--- src/rtl/imsic_msi_dispatch.sv ---
// IMSIC MSI dispatch: filters illegal MSIs, queues legal ones, and issues one-hot
// setipnum strobes to the target interrupt file, with drop/overflow diagnostics.
module imsic_msi_dispatch #(
  parameter  int NR_INTP_FILES   = 7,
  parameter  int NR_HARTS        = 1,
  parameter  int NR_SRC          = 256,
  parameter  int FIFO_DEPTH      = 4,
  localparam int NR_SRC_WIDTH    = $clog2(NR_SRC),
  localparam int NR_HARTS_WIDTH  = (NR_HARTS == 1) ? 1 : $clog2(NR_HARTS),
  localparam int INTP_FILE_WIDTH = $clog2(NR_INTP_FILES),
  localparam int MSI_INFO_WIDTH  = NR_HARTS_WIDTH + INTP_FILE_WIDTH + NR_SRC_WIDTH,
  localparam int NR_DEST         = NR_HARTS * NR_INTP_FILES
) (
  input  logic                          clk,
  input  logic                          rstn,
  input  logic [MSI_INFO_WIDTH-1:0]     i_msi_info,
  input  logic                          i_msi_info_vld,
  input  logic                          i_stall,
  input  logic                          i_clr_err,
  output logic [NR_SRC_WIDTH-1:0]       o_setipnum,
  output logic [NR_DEST-1:0]            o_setipnum_vld,
  output logic [$clog2(FIFO_DEPTH):0]   o_fifo_cnt,
  output logic                          o_overflow,
  output logic [7:0]                    o_drop_cnt
);

  localparam int DEST_W = (NR_DEST > 1) ? $clog2(NR_DEST) : 1;
  localparam int AW     = $clog2(FIFO_DEPTH);

  typedef struct packed {
    logic [DEST_W-1:0]       dest;
    logic [NR_SRC_WIDTH-1:0] src;
  } entry_t;

  logic [NR_HARTS_WIDTH-1:0]  w_hart;
  logic [INTP_FILE_WIDTH-1:0] w_file;
  logic [NR_SRC_WIDTH-1:0]    w_src;
  logic [DEST_W-1:0]          w_dest;
  logic                       w_rise, w_legal, w_empty, w_full;
  logic                       w_push, w_pop, w_ovf, w_ill, w_err;
  entry_t                     w_head;

  logic                       r_vld_q;
  logic [AW:0]                r_wptr, r_rptr;
  entry_t                     r_mem [FIFO_DEPTH];
  logic [NR_SRC_WIDTH-1:0]    r_setipnum;
  logic [NR_DEST-1:0]         r_setipnum_vld;
  logic                       r_overflow;
  logic [7:0]                 r_drop_cnt;

  assign {w_hart, w_file, w_src} = i_msi_info;

  assign w_rise  = i_msi_info_vld & ~r_vld_q;
  assign w_legal = (w_src != '0) && (int'(w_file) < NR_INTP_FILES) && (int'(w_hart) < NR_HARTS);
  assign w_dest  = DEST_W'(int'(w_hart) * NR_INTP_FILES + int'(w_file));

  // Extra pointer MSB distinguishes full from empty when the indices match.
  assign w_empty = (r_wptr == r_rptr);
  assign w_full  = (r_wptr[AW] != r_rptr[AW]) && (r_wptr[AW-1:0] == r_rptr[AW-1:0]);
  assign w_head  = r_mem[r_rptr[AW-1:0]];

  assign w_pop  = ~w_empty & ~i_stall;
  assign w_push = w_rise & w_legal & (~w_full | w_pop);
  assign w_ovf  = w_rise & w_legal & w_full & ~w_pop;
  assign w_ill  = w_rise & ~w_legal;
  assign w_err  = w_ovf | w_ill;

  always_ff @(posedge clk) begin
    if (w_push) r_mem[r_wptr[AW-1:0]] <= '{dest: w_dest, src: w_src};
  end

  always_ff @(posedge clk or negedge rstn) begin
    if (!rstn) begin
      r_vld_q        <= 1'b0;
      r_wptr         <= '0;
      r_rptr         <= '0;
      r_setipnum     <= '0;
      r_setipnum_vld <= '0;
    end else begin
      r_vld_q <= i_msi_info_vld;
      if (w_push) r_wptr <= r_wptr + 1'b1;
      if (w_pop) begin
        r_rptr         <= r_rptr + 1'b1;
        r_setipnum     <= w_head.src;
        r_setipnum_vld <= NR_DEST'(1) << w_head.dest;
      end else begin
        r_setipnum_vld <= '0;
      end
    end
  end

  // A same-cycle error outranks the software clear.
  always_ff @(posedge clk or negedge rstn) begin
    if (!rstn) begin
      r_overflow <= 1'b0;
      r_drop_cnt <= '0;
    end else begin
      if (w_ovf)          r_overflow <= 1'b1;
      else if (i_clr_err) r_overflow <= 1'b0;

      if (w_err) begin
        if (i_clr_err)                r_drop_cnt <= 8'd1;
        else if (r_drop_cnt != 8'hFF) r_drop_cnt <= r_drop_cnt + 8'd1;
      end else if (i_clr_err) begin
        r_drop_cnt <= '0;
      end
    end
  end

  assign o_setipnum     = r_setipnum;
  assign o_setipnum_vld = r_setipnum_vld;
  assign o_fifo_cnt     = r_wptr - r_rptr;
  assign o_overflow     = r_overflow;
  assign o_drop_cnt     = r_drop_cnt;

endmodule

--- config.mk ---
export PLATFORM = sky130hd
export DESIGN_NAME = imsic_msi_dispatch
export DESIGN_NICKNAME = d
export VERILOG_FILES = /design/src/rtl/imsic_msi_dispatch.sv
export SDC_FILE = /design/constraint.sdc
export NUM_CORES = 1
export LEC_CHECK = 0
export ABC_CLOCK_PERIOD_IN_PS = 2300
export CAP_MARGIN = 20
export CORE_MARGIN = 2
export CORE_UTILIZATION = 45
export CTS_CLUSTER_SIZE = 14
export DETAILED_ROUTE_END_ITERATION = 10
export PLACE_DENSITY = 0.7
export SLEW_MARGIN = 5
export SYNTH_ARGS = -nofsm -noshare
export SYNTH_HDL_FRONTEND = slang
export SYNTH_SLANG_ARGS = --single-unit
export TNS_END_PERCENT = 5
--- constraint.sdc ---
create_clock -name clk -period 2.3 [get_ports clk]
set_input_delay 0.23 -clock clk [delete_from_list [all_inputs] [get_ports clk]]
set_output_delay 0.23 -clock clk [all_outputs]
set_load 0.01 [all_outputs]
==> results.cfg <==
[floorplanning]
core_mm2 = 0.00679
die_h_um = 87.9
die_x_um = 87.9
rows = 30
start_util_pct = 46.6
dieArea_mm2 = 0.00773
io_pins = 44

[power]
power.leakage_nw = 1.56
powerDensity_mw_per_mm2 = 1020
ir_drop_uv = 421

[detailed_routing]
drt_iter0_drc = 112
via_per_inst = 4.86
drc_errors = 0
ant_nets = 0
finalWirelength_um = 5530
vias = 1811
drtPass1Iterations = 4
avgRoutedWirePerCell_um = 14.8

[grt]
grt_pass1_wl_um = 8910
grt_use_total_pct = 16.0
grt-ovfl-total = 0
antenna_found_initial = 0
grt_max_degree = 32
grt_pass1_vias = 1832

[setup_path]
crit_buf_inv = 2
rrSetupSlack_ns = 0.21
critical_path_class = flop to flop
crit_path_top_delay_cell = or4b_1
timing.rr.start = r_wptr[0]
cp.arrival_ns = 2.35
rr_endpoint = o_drop_cnt[6]
crit_required_ns = 2.56
cpLargestDelayFamily = simple AND/OR/NAND/NOR gates
startpoint_type = flop
crit_path_max_incr_delay_ns = 0.45
worst-path-max-fanout = 5
cp_cell_sequence = inv_2 > ha_1 > nand4_4 > buf_4 > a211oi_4 > or4b_1 > a21oi_1
endpoint_kind = flop
r2r_cells = 7

[logic_synthesis]
synth_xor_area_share_pct = 3.00
synth_cell_types = 36
ys_warn_count = 0
synth_edf_count = 44
synth_nets = 229
synth.area.mux_share_pct = 12.0
syn_inst = 201
synthArstFlopShare_pct = 41.3
ys_seq_elements = 75
synth-simple-area-share_pct = 8.49
synth_top_family_by_area = multiplexers
synth_compound_area_share_pct = 3.48
syn_area_per_cell_um2 = 15.8
synth_area_mm2 = 0.00317
yosysSeqAreaShare_pct = 66.2
yosys.area_share.adder_pct = 4.82
synthFlopType = edfxtp_1

[clocking]
clock-sinks = 75
clk_latency_ns = 0.34
cts_buffers = 9
cts_tree = yes
root_buffer = clkbuf_8
clk_pin_slew_ns = 0.08
clock_path_buffers = 2
htree_num_levels = 3

[placement]
numPlacedInstances = 356
place_hpwl_um = 3930
place_congestion = 0.773
place_ws_ns = -0.257
port_buffers = 43

[layout]
syn2layout_area_growth_pct = 27.6
fill_cells = 528
layout-drive-gt1-share_pct = 24.5
instances_no_fill = 373
antennaDiodeCount = 0
fin_nets = 300

[timing]
relSlewSlack_pct = 61.4
finalCritPeriodShare_pct = 90.7
worst_slack_ns = 0.213
worst_slew_pin_slew_ns = 0.579
fmax_mhz = 479
period_needed_ns = 2.09
fin_tns_setup_ns = 0
setup_viol = 0
hold_viol_final = 0
clock_skew_ns = 0.00634
slew_violations = 0
rsz0062_at_grt = false

[hold_path]
min_path_type = input pin to async pin

[status]
status = completed

[flow_run]
maxCapViolCount = 0
-- what timing repair did --
| action | CTS | global route |
|---|---|---|
| resized for setup | 2 | 2 |
| setup endpoints to repair | 2 | 2 |
| buffers inserted | 0 | 1 |
| hold buffers | 0 | 0 |
-- cell families (layout without fill, tap and decap cells) --
| kind of cell | count (synthesis) | count (layout) |
|---|---|---|
| fa+ha+maj | 11 | 11 |
| buf+inv | 16 | 92 |
| xor+xnor | 10 | 10 |
| simple gates | 51 | 51 |
| mux | 23 | 23 |
| compound gates | 15 | 15 |
| flops | 75 | 75 |
-- where the power goes --
| group | total, mW | leakage, nW | switching [mW] | internal (mW) |
|---|---|---|---|---|
| registers | 1.74 | 0.795 | 0.104 | 1.64 |
| clock network | 0.875 | 0.0828 | 0.461 | 0.414 |
| logic | 1.52 | 0.682 | 0.706 | 0.811 |
-- cell usage in the layout, fill, tap and decap left out, types with 2 or more instances in the layout --
cell	instances
clkinv_2	2
and3_1	3
nor2b_1	5
nand2b_1	5
and2_1	3
xnor2_1	5
fa_1	2
buf_4	22
inv_1	10
nor2_1	17
edfxtp_1	44
clkbuf_8	10
mux2_2	11
mux4_2	11
xor2_1	4
o21ai_0	4
clkdlybuf4s50_1	41
clkinvlp_4	2
dfrtp_1	31
ha_1	9
nand2_1	10
a21oi_1	3
-- metal layers --
metal  global-route usage (%)  vias to the layer above  part of all wire, %
met4                     6.71                        0                  1.8
met1                     21.0                      905                   44
li1                         -                      867                    -
met3                     3.39                        9                  2.6
met5                        0                        -                    0
met2                     26.0                       30                   52
-- final cells by class --
| type | instances | area, um^2 | area share [%] |
|---|---|---|---|
| Timing Repair Buffer | 65 | 597 | 14.8 |
| Clock buffer | 11 | 141 | 3.50 |
| Multi-Input combinational cell | 110 | 1020 | 25.1 |
| Sequential cell | 75 | 2100 | 51.9 |
| Tap cell | 96 | 120 | 2.97 |
| Clock inverter | 5 | 28.8 | 0.712 |
| Inverter | 11 | 41.3 | 1.02 |
-- metrics by stage --
step | total power, mW | hold slack (ns) | utilization [%] | area, um^2
3_5_place_dp | 3.33 | 0.496 | 56.8 | 3860
6_report | 4.13 | 0.283 | 59.5 | 4040
2_1_floorplan | 2.66 | -0.0656 | - | 3170
3_3_place_gp | 3.31 | 0.493 | 56.8 | 3860
5_1_grt | 4.38 | 0.323 | 59.5 | 4040
4_1_cts | 4.18 | 0.292 | 59.2 | 4030
-- sequential cells by signal, indices dropped and copies added (netlist names) --
name / count
r_rptr: 3
o_setipnum_vld: 7
r_wptr: 3
o_drop_cnt: 8
r_vld_q: 1
o_overflow: 1
r_mem: 44
o_setipnum: 8
-- cell usage after synthesis, types with 2 or more instances --
library cell | n | area [um^2]
inv_1 | 11 | 41.3
xnor2_1 | 5 | 43.8
xor2_1 | 4 | 35.0
edfxtp_1 | 44 | 1320
and3_1 | 3 | 18.8
buf_2 | 2 | 10.0
nor2b_1 | 5 | 31.3
and2_1 | 4 | 25.0
nor4_1 | 2 | 12.5
fa_1 | 2 | 40.0
o21ai_0 | 4 | 20.0
ha_1 | 9 | 113
nor2_1 | 17 | 63.8
mux4_2 | 11 | 248
a21oi_1 | 3 | 15.0
nand2b_1 | 5 | 31.3
clkbuf_1 | 2 | 7.51
mux2_2 | 11 | 124
dfrtp_1 | 31 | 776
nand2_1 | 10 | 37.5
-- worst max path at each step --
stage / from / to / slack (ns) / cells past startpoint
floorplan: r_rptr[1] / r_mem[0][0] / -0.03 / 7
finish: r_wptr[0] / o_drop_cnt[6] / 0.21 / 7
global route: r_wptr[0] / o_drop_cnt[6] / 0.06 / 7
CTS: r_wptr[0] / o_fifo_cnt[1] / 0.01 / 5
detailed placement: i_msi_info[1] / o_drop_cnt[6] / -0.26 / 7
global placement: i_msi_info[1] / o_drop_cnt[6] / -0.23 / 7
(Power assumes the default switching activity.)
